===== src/rtl/addsub_seq_ctrl.sv =====
// Sequenced 4-bit add/subtract controller: shows A, then B, computes, then shows the result.
// Optional sticky overflow flag (clr_ovf / ovf_sticky) is enabled by defining ADDSUB_SEQ_STICKY_OVF_EN.
module addsub_seq_ctrl #(
    parameter int DWELL = 4
) (
    input  logic       clk,
    input  logic       reset,
`ifdef ADDSUB_SEQ_STICKY_OVF_EN
    input  logic       clr_ovf,
    output logic       ovf_sticky,
`endif
    input  logic       start,
    input  logic       sub,
    input  logic [3:0] A,
    input  logic [3:0] B,
    output logic       busy,
    output logic       done,
    output logic [3:0] disp_val,
    output logic [1:0] disp_sel,
    output logic [3:0] Result,
    output logic       C4,
    output logic       V
);

    typedef enum logic [2:0] {
        IDLE   = 3'd0,
        SHOW_A = 3'd1,
        SHOW_B = 3'd2,
        CALC   = 3'd3,
        SHOW_R = 3'd4
    } state_t;

    localparam logic [7:0] DWELL_LAST = 8'(DWELL - 1);

    state_t     r_state;
    logic [7:0] r_dwell;
    logic [3:0] r_a;
    logic [3:0] r_b;
    logic       r_sub;
    logic [3:0] r_result;
    logic       r_c4;
    logic       r_v;
    logic       r_done;

    logic [3:0] w_b_eff;
    logic [4:0] w_sum;
    logic       w_v;

    // Subtraction is A + ~B + 1, so the carry-out doubles as "no borrow".
    assign w_b_eff = r_b ^ {4{r_sub}};
    assign w_sum   = {1'b0, r_a} + {1'b0, w_b_eff} + {4'b0000, r_sub};
    assign w_v     = (r_a[3] == w_b_eff[3]) && (w_sum[3] != r_a[3]);

    always_ff @(posedge clk) begin
        if (reset) begin
            r_state  <= IDLE;
            r_dwell  <= 8'd0;
            r_a      <= 4'd0;
            r_b      <= 4'd0;
            r_sub    <= 1'b0;
            r_result <= 4'd0;
            r_c4     <= 1'b0;
            r_v      <= 1'b0;
            r_done   <= 1'b0;
        end else begin
            r_done <= 1'b0;
            case (r_state)
                IDLE: begin
                    if (start) begin
                        r_a     <= A;
                        r_b     <= B;
                        r_sub   <= sub;
                        r_dwell <= DWELL_LAST;
                        r_state <= SHOW_A;
                    end
                end
                SHOW_A: begin
                    if (r_dwell == 8'd0) begin
                        r_dwell <= DWELL_LAST;
                        r_state <= SHOW_B;
                    end else begin
                        r_dwell <= r_dwell - 8'd1;
                    end
                end
                SHOW_B: begin
                    if (r_dwell == 8'd0) begin
                        r_dwell <= DWELL_LAST;
                        r_state <= CALC;
                    end else begin
                        r_dwell <= r_dwell - 8'd1;
                    end
                end
                CALC: begin
                    r_result <= w_sum[3:0];
                    r_c4     <= w_sum[4];
                    r_v      <= w_v;
                    r_dwell  <= DWELL_LAST;
                    r_state  <= SHOW_R;
                end
                SHOW_R: begin
                    if (r_dwell == 8'd0) begin
                        r_done  <= 1'b1;
                        r_state <= IDLE;
                    end else begin
                        r_dwell <= r_dwell - 8'd1;
                    end
                end
                default: r_state <= IDLE;
            endcase
        end
    end

`ifdef ADDSUB_SEQ_STICKY_OVF_EN
    logic r_ovf_sticky;

    // A new overflow takes precedence over a coincident clear.
    always_ff @(posedge clk) begin
        if (reset) begin
            r_ovf_sticky <= 1'b0;
        end else if (r_state == CALC && w_v) begin
            r_ovf_sticky <= 1'b1;
        end else if (clr_ovf) begin
            r_ovf_sticky <= 1'b0;
        end
    end

    assign ovf_sticky = r_ovf_sticky;
`endif

    always_comb begin
        disp_val = r_result;
        disp_sel = 2'd2;
        case (r_state)
            SHOW_A: begin
                disp_val = r_a;
                disp_sel = 2'd0;
            end
            SHOW_B: begin
                disp_val = r_b;
                disp_sel = 2'd1;
            end
            default: begin
                disp_val = r_result;
                disp_sel = 2'd2;
            end
        endcase
    end

    assign busy   = (r_state != IDLE);
    assign done   = r_done;
    assign Result = r_result;
    assign C4     = r_c4;
    assign V      = r_v;

endmodule


===== config.mk =====
export PLATFORM = sky130hd
export DESIGN_NAME = addsub_seq_ctrl
export DESIGN_NICKNAME = d
export VERILOG_FILES = /design/src/rtl/addsub_seq_ctrl.sv
export SDC_FILE = /design/constraint.sdc
export NUM_CORES = 1
export LEC_CHECK = 0
export CORE_ASPECT_RATIO = 1.75
export CORE_MARGIN = 8
export CORE_UTILIZATION = 49
export CTS_BUF_LIST = sky130_fd_sc_hd__clkbuf_8
export DETAILED_ROUTE_END_ITERATION = 10
export PLACE_DENSITY_LB_ADDON = 0.08
export SYNTH_ARGS = -nofsm -noshare
export SYNTH_HDL_FRONTEND = slang
export SYNTH_SLANG_ARGS = --single-unit

===== constraint.sdc =====
create_clock -name clk -period 1.7 [get_ports clk]
set_input_delay 0.255 -clock clk [delete_from_list [all_inputs] [get_ports clk]]
set_output_delay 0.255 -clock clk [all_outputs]
set_load 0.01 [all_outputs]

==> results.toml, run 1 <==
[sta]
slew_headroom_pct = 77.2
slew_violations = 0
period_needed_ps = 1780
setup_violations = 2
fin_ws_ps = -78.6
tightest_slew_ps = 342
finalClockSkew_ps = 3.89
tns_ps = -86.8
fmax_mhz = 562
fin_crit_sh_pct = 105
hold_violations = 0
rsz0062_at_grt = "yes"

[synthesis]
synth_most_common_cell = "dfxtp_1"
yosys_warnings = 0
synth_seq_cells = 27
synthCells = 179
synthFlopType = "dfxtp_1"
synth.distinct_cells = 43
seq_area_frac_synth_pct = 36.1
syn_area_per_cell_sq_um = 8.37
synth_top_family_by_area = "compound AO/OA/AOI/OAI gates"
synth_edf_count = 0
synthXorXnorAreaFrac_pct = 4.68
yosys-top-cells-count = "dfxtp_1 (27), nand2_1 (26), a21oi_1 (18)"
synthArstFlopShare_pct = 0
synthSimpleGateAreaFrac_pct = 23.1
synthMuxAreaShare_pct = 3.51
synth_area_leaders = "dfxtp_1 (36%), nand2_1 (6.5%), a21oi_1 (6.0%)"
netlist_area_sq_um = 1500
synth_fa_ha_area_share_pct = 5.51
syn_nets = 197
synth-compound-area-share_pct = 23.1
synth_top_area_share_pct = 36.1
synth_top_cell_by_area = "dfxtp_1"

[detailed_routing]
drc_errors = 0
dr_total_vias = 1589
firstDrtPassIters = 4
wirelength_um = 4760
ant_nets = 0
viasPerCell = 6.02
drt_iter0_drc = 21
post_drt_wl_per_cell_um = 18.0

[critical_path]
path_buf_inv = 1
path_class = "reg2reg"
critical_path_depth = 6
crit_arrival_ps = 1960
crit_slowest_cell = "or3b_4"
crit_chain = "inv_2, ha_4, or3b_4, nor2_4, mux2_4, nor4_4"
cp-start-kind = "register"
cp.required_ps = 1880
cp_top_family = "simple AND/OR/NAND/NOR gates"
cpPeakStageDelay_ps = 410
r2r_cells = 6
endpoint_kind = "register"
path_max_fanout = 3

[pwr]
irDropWorstVdd_v = 0.000891
pwr-share-seq_pct = 27.6
combPwrFrac_pct = 60.9
clockPowerShare_pct = 11.4
leakagePower_nw = 0.933
power.internal_mw = 1.90
p_per_area_nw_per_um2 = 1430
swShare_pct = 40.6
switching_power_mw = 1.30

[global_route]
grt_max_degree = 21
gr-total-overflow = 0
antenna_found_initial = 0
grt_first_pass_wirelength_um = 7290
gr-usage-all-layers_pct = 18.2
grt_pass1_vias = 1647

[cells_and_area]
utilization_pct = 76.3
nets = 255
antenna_cells = 0
syn2layout_area_growth_pct = 49.1
drive_above_1_share_pct = 32.2

[clocking]
clk_latency_ps = 270
cts.sinks = 27
cts_buffers = 3
cts_buffer_depth = 2
cts_tree = "yes"
h-tree-depth = 1
clkTransAtPathRegs_ps = 90
cts_hold_buf = 0
cts_root_buf = "clkbuf_8"

[placed_design]
port_buffers = 25
pre_cts_slack_ps = -244
place_hpwl_um = 3310
place_congestion = 0.869

[floorplan]
die_height_um = 89.1
initial_utilization_pct = 51.2
core_sq_um = 2930
dieArea_sq_um = 5150
io_pins = 26
rows = 26
chipWidth_um = 57.8

[status]
status = "finished with violations"
violations = "negative setup slack"

[hold_path]
min_path_type = "reg2reg"
hold_depth = 2

[job]
maxCapViolations = 0
final timing paths:
kind | start | endpoint | slack, ps
setup / recovery | r_dwell[1] | r_state[0] | -80
hold / removal | r_a[2] | r_a[2] | 500
setup reg to reg | r_dwell[1] | r_state[0] | -80
hold reg to reg | r_a[2] | r_a[2] | 500
layout make-up:
| cell class | instances | area [sq um] |
|---|---|---|
| sequential | 27 | 549 |
| clock inverter | 1 | 3.75 |
| inverter | 8 | 30.0 |
| clock buffer | 3 | 41.3 |
| tap | 28 | 35.0 |
| fill | 220 | 694 |
| multi-input combinational | 137 | 1050 |
| timing repair buffer | 60 | 520 |
kinds of logic after synthesis:
group / after synthesis
AOI/OAI and AO/OA: 53
xor gates and xnor gates: 8
adders and majority gates: 6
and+or+nand+nor: 65
DFF: 27
buffers and inverters: 15
muxes: 5
power by group through the flow:
| stage | registers, mW | logic [mW] | clock network, mW |
|---|---|---|---|
| floorplan | 0.863 | 0.893 | 0 |
| global placement | 0.858 | 1.48 | 0 |
| detailed placement | 0.864 | 1.53 | 0 |
| CTS | 0.860 | 1.71 | 0.372 |
| global route | 0.895 | 2.10 | 0.395 |
| finish | 0.882 | 1.95 | 0.365 |
through the flow:
| step | area, sq um | hold slack, ps | cells | power, mW |
|---|---|---|---|---|
| after floorplan | 1500 | 391 | 179 | 1.76 |
| after global placement | 1950 | 461 | 250 | 2.34 |
| after detailed placement | 1950 | 480 | 250 | 2.39 |
| after CTS | 2120 | 493 | 263 | 2.94 |
| after global routing | 2230 | 515 | 264 | 3.39 |
| final | 2230 | 496 | 264 | 3.19 |
worst reg2reg max path: stages (launching register included):
cell,delay (ps)
dfxtp_2,340
inv_2,80
ha_4,150
or3b_4,410
nor2_4,140
mux2_4,320
nor4_4,250
layer usage:
| layer | track usage (%) | vias to the layer above | share of wire [%] |
|---|---|---|---|
| met4 | 11.0 | 0 | 5.3 |
| met3 | 2.88 | 22 | 3.2 |
| met5 | 0 | - | 0 |
| met2 | 37.1 | 56 | 57 |
| li1 | - | 760 | - |
| met1 | 15.8 | 751 | 35 |
registers in the layout (all words and copies together), names as in the netlist:
name,cells
Result,4
r_state,3
V,1
done,1
r_b,4
r_a,4
r_dwell,8
r_sub,1
C4,1
cells in the final DEF, fill, tap and decap left out, types with 6 or more instances in the layout:
| cell type | instances |
|---|---|
| a21oi_1 | 17 |
| buf_4 | 29 |
| clkdlybuf4s50_1 | 18 |
| dfxtp_1 | 22 |
| inv_1 | 6 |
| nand2_1 | 24 |
| nand3_1 | 9 |
| o211ai_1 | 8 |
repair_timing:
action,4_1_cts,5_1_grt
resized for setup,45,23
setup buffers,9,1
setup endpoints to repair,14,17
pin swaps,4,8
gates cloned,0,0
(Power assumes the default switching activity.)
==> run 2, diff against run 1 <==
Settings changed: CTS_CLUSTER_DIAMETER set to 100, PLACE_DENSITY_LB_ADDON 0.08 to 0.3, TNS_END_PERCENT set to 1.
==> run 2 against run 1 <==
  * The flow still finishes with violations (negative setup slack)
  * Maximum frequency up 3.0%
  * Global-route usage down 1.5 points
  * First-iteration DRC count up 120%
  * Worst setup slack better by 52 ps
  * Non-clock buffer count down 5
  * Sequential share of layout area up 1.4 points
  * Die area unchanged
  * Routed wire length down 6.0%
  * Clock skew up 1.0 ps
  * Critical path type unchanged
==> results.toml, run 2 (synthesis results as in run 1) <==
[status]
status = "finished with violations"
violations = "negative setup slack"

[job]
maxCapViolations = 0

[pwr]
p_per_area_nw_per_um2 = 1400
leakagePower_nw = 0.863
finalPower_mw = 2.93
irDropWorstVdd_v = 0.000833

[hold_path]
min_path_type = "reg2reg"

[global_route]
antenna_found_initial = 0
grt_first_pass_wirelength_um = 6820
gr-usage-all-layers_pct = 16.7
grt_pass1_vias = 1611
grt_max_degree = 21
gr-total-overflow = 0

[critical_path]
endpoint_kind = "register"
cp.required_ps = 1870
path_max_fanout = 5
crit_arrival_ps = 1900
cp-start-kind = "register"
path_class = "reg2reg"

[sta]
period_needed_ps = 1730
fin_crit_sh_pct = 102
fin_ws_ps = -27.0
rsz0062_at_grt = "yes"
slew_headroom_pct = 76.8
hold_violations = 0
setup_violations = 2
tightest_slew_ps = 347
finalClockSkew_ps = 4.91
tns_ps = -40.8
slew_violations = 0
fmax_mhz = 579

[placed_design]
place_hpwl_um = 3520
place_congestion = 0.953
port_buffers = 25

[cells_and_area]
largest_reg_flops = 8
drive_above_1_share_pct = 26.4
syn2layout_area_growth_pct = 39.6
final_common_cell = "buf_4"
antenna_cells = 0
largest-register = "r_dwell"
final_cell_mix = "buf_4 (30), nand2_1 (25), dfxtp_1 (24)"
nets = 250

[detailed_routing]
viasPerCell = 6.03
post_drt_wl_per_cell_um = 17.3
firstDrtPassIters = 4
ant_nets = 0
wirelength_um = 4480
drc_errors = 0
dr_total_vias = 1562
drt_iter0_drc = 46

[clocking]
cts.sinks = 27
cts_root_buf = "clkbuf_8"
clkTransAtPathRegs_ps = 90
clk_latency_ps = 270
h-tree-depth = 1
cts_buffer_depth = 2
cts_buffers = 3
cts_tree = "yes"
cts_hold_buf = 0

[floorplan]
initial_utilization_pct = 51.2
rows = 26
chipWidth_um = 57.8
dieArea_sq_um = 5150
io_pins = 26
die_height_um = 89.1
core_sq_um = 2930
## run 2: layout make-up
class | count | area (sq um)
inverters | 8 | 30.0
flip-flops and latches | 27 | 544
clock inverters | 1 | 3.75
fillers | 251 | 837
clock buffers | 3 | 41.3
repair buffers | 55 | 452
multi-input cells | 137 | 985
well taps | 28 | 35.0
## run 2: path summary, 6_finish.rpt
path,from,to,slack (ps),depth (start not counted)
max,r_sub,V,-30,6
min,V,V,500,2
max reg2reg,r_sub,V,-30,6
min reg2reg,V,V,500,2
## run 2: power breakdown
part	leakage [nW]	switching, mW	internal [mW]
registers	0.222	0.111	0.751
logic	0.615	0.894	0.822
clock network	0.0269	0.195	0.162
total	0.863	1.20	1.73
## run 2: critical path: stages, from the launching register on
cell,delay [ps]
dfxtp_2,360
xor2_1,170
ha_1,300
a21o_1,200
a31o_2,240
xnor2_1,120
o41ai_1,230
## run 2: timing repair
item                       in CTS  in global routing
cloned                          0                  0
setup endpoints to repair      13                 16
gates resized for setup        14                 31
setup buffers                   0                  0
pin swaps                       0                  1
## run 2: routing by layer
layer / part of all wire (%) / GRT usage [%] / vias to the layer above
met5: 0 / 0 / -
met4: 3.9 / 9.87 / 0
met3: 2.5 / 2.45 / 19
met2: 57 / 35.4 / 51
met1: 37 / 13.7 / 740
li1: - / - / 752
## run 2: stage by stage
stage / hold slack (ps) / cells / setup WS (ps) / utilization, % / area (sq um)
final: 496 / 259 / -27.0 / 71.4 / 2090
after global routing: 514 / 259 / -118 / 71.4 / 2090
after CTS: 488 / 259 / -156 / 69.5 / 2040
after detailed placement: 467 / 255 / -107 / 67.6 / 1980
after global placement: 457 / 255 / -46.9 / 67.6 / 1980
after floorplan: 391 / 179 / 12.5 / - / 1500
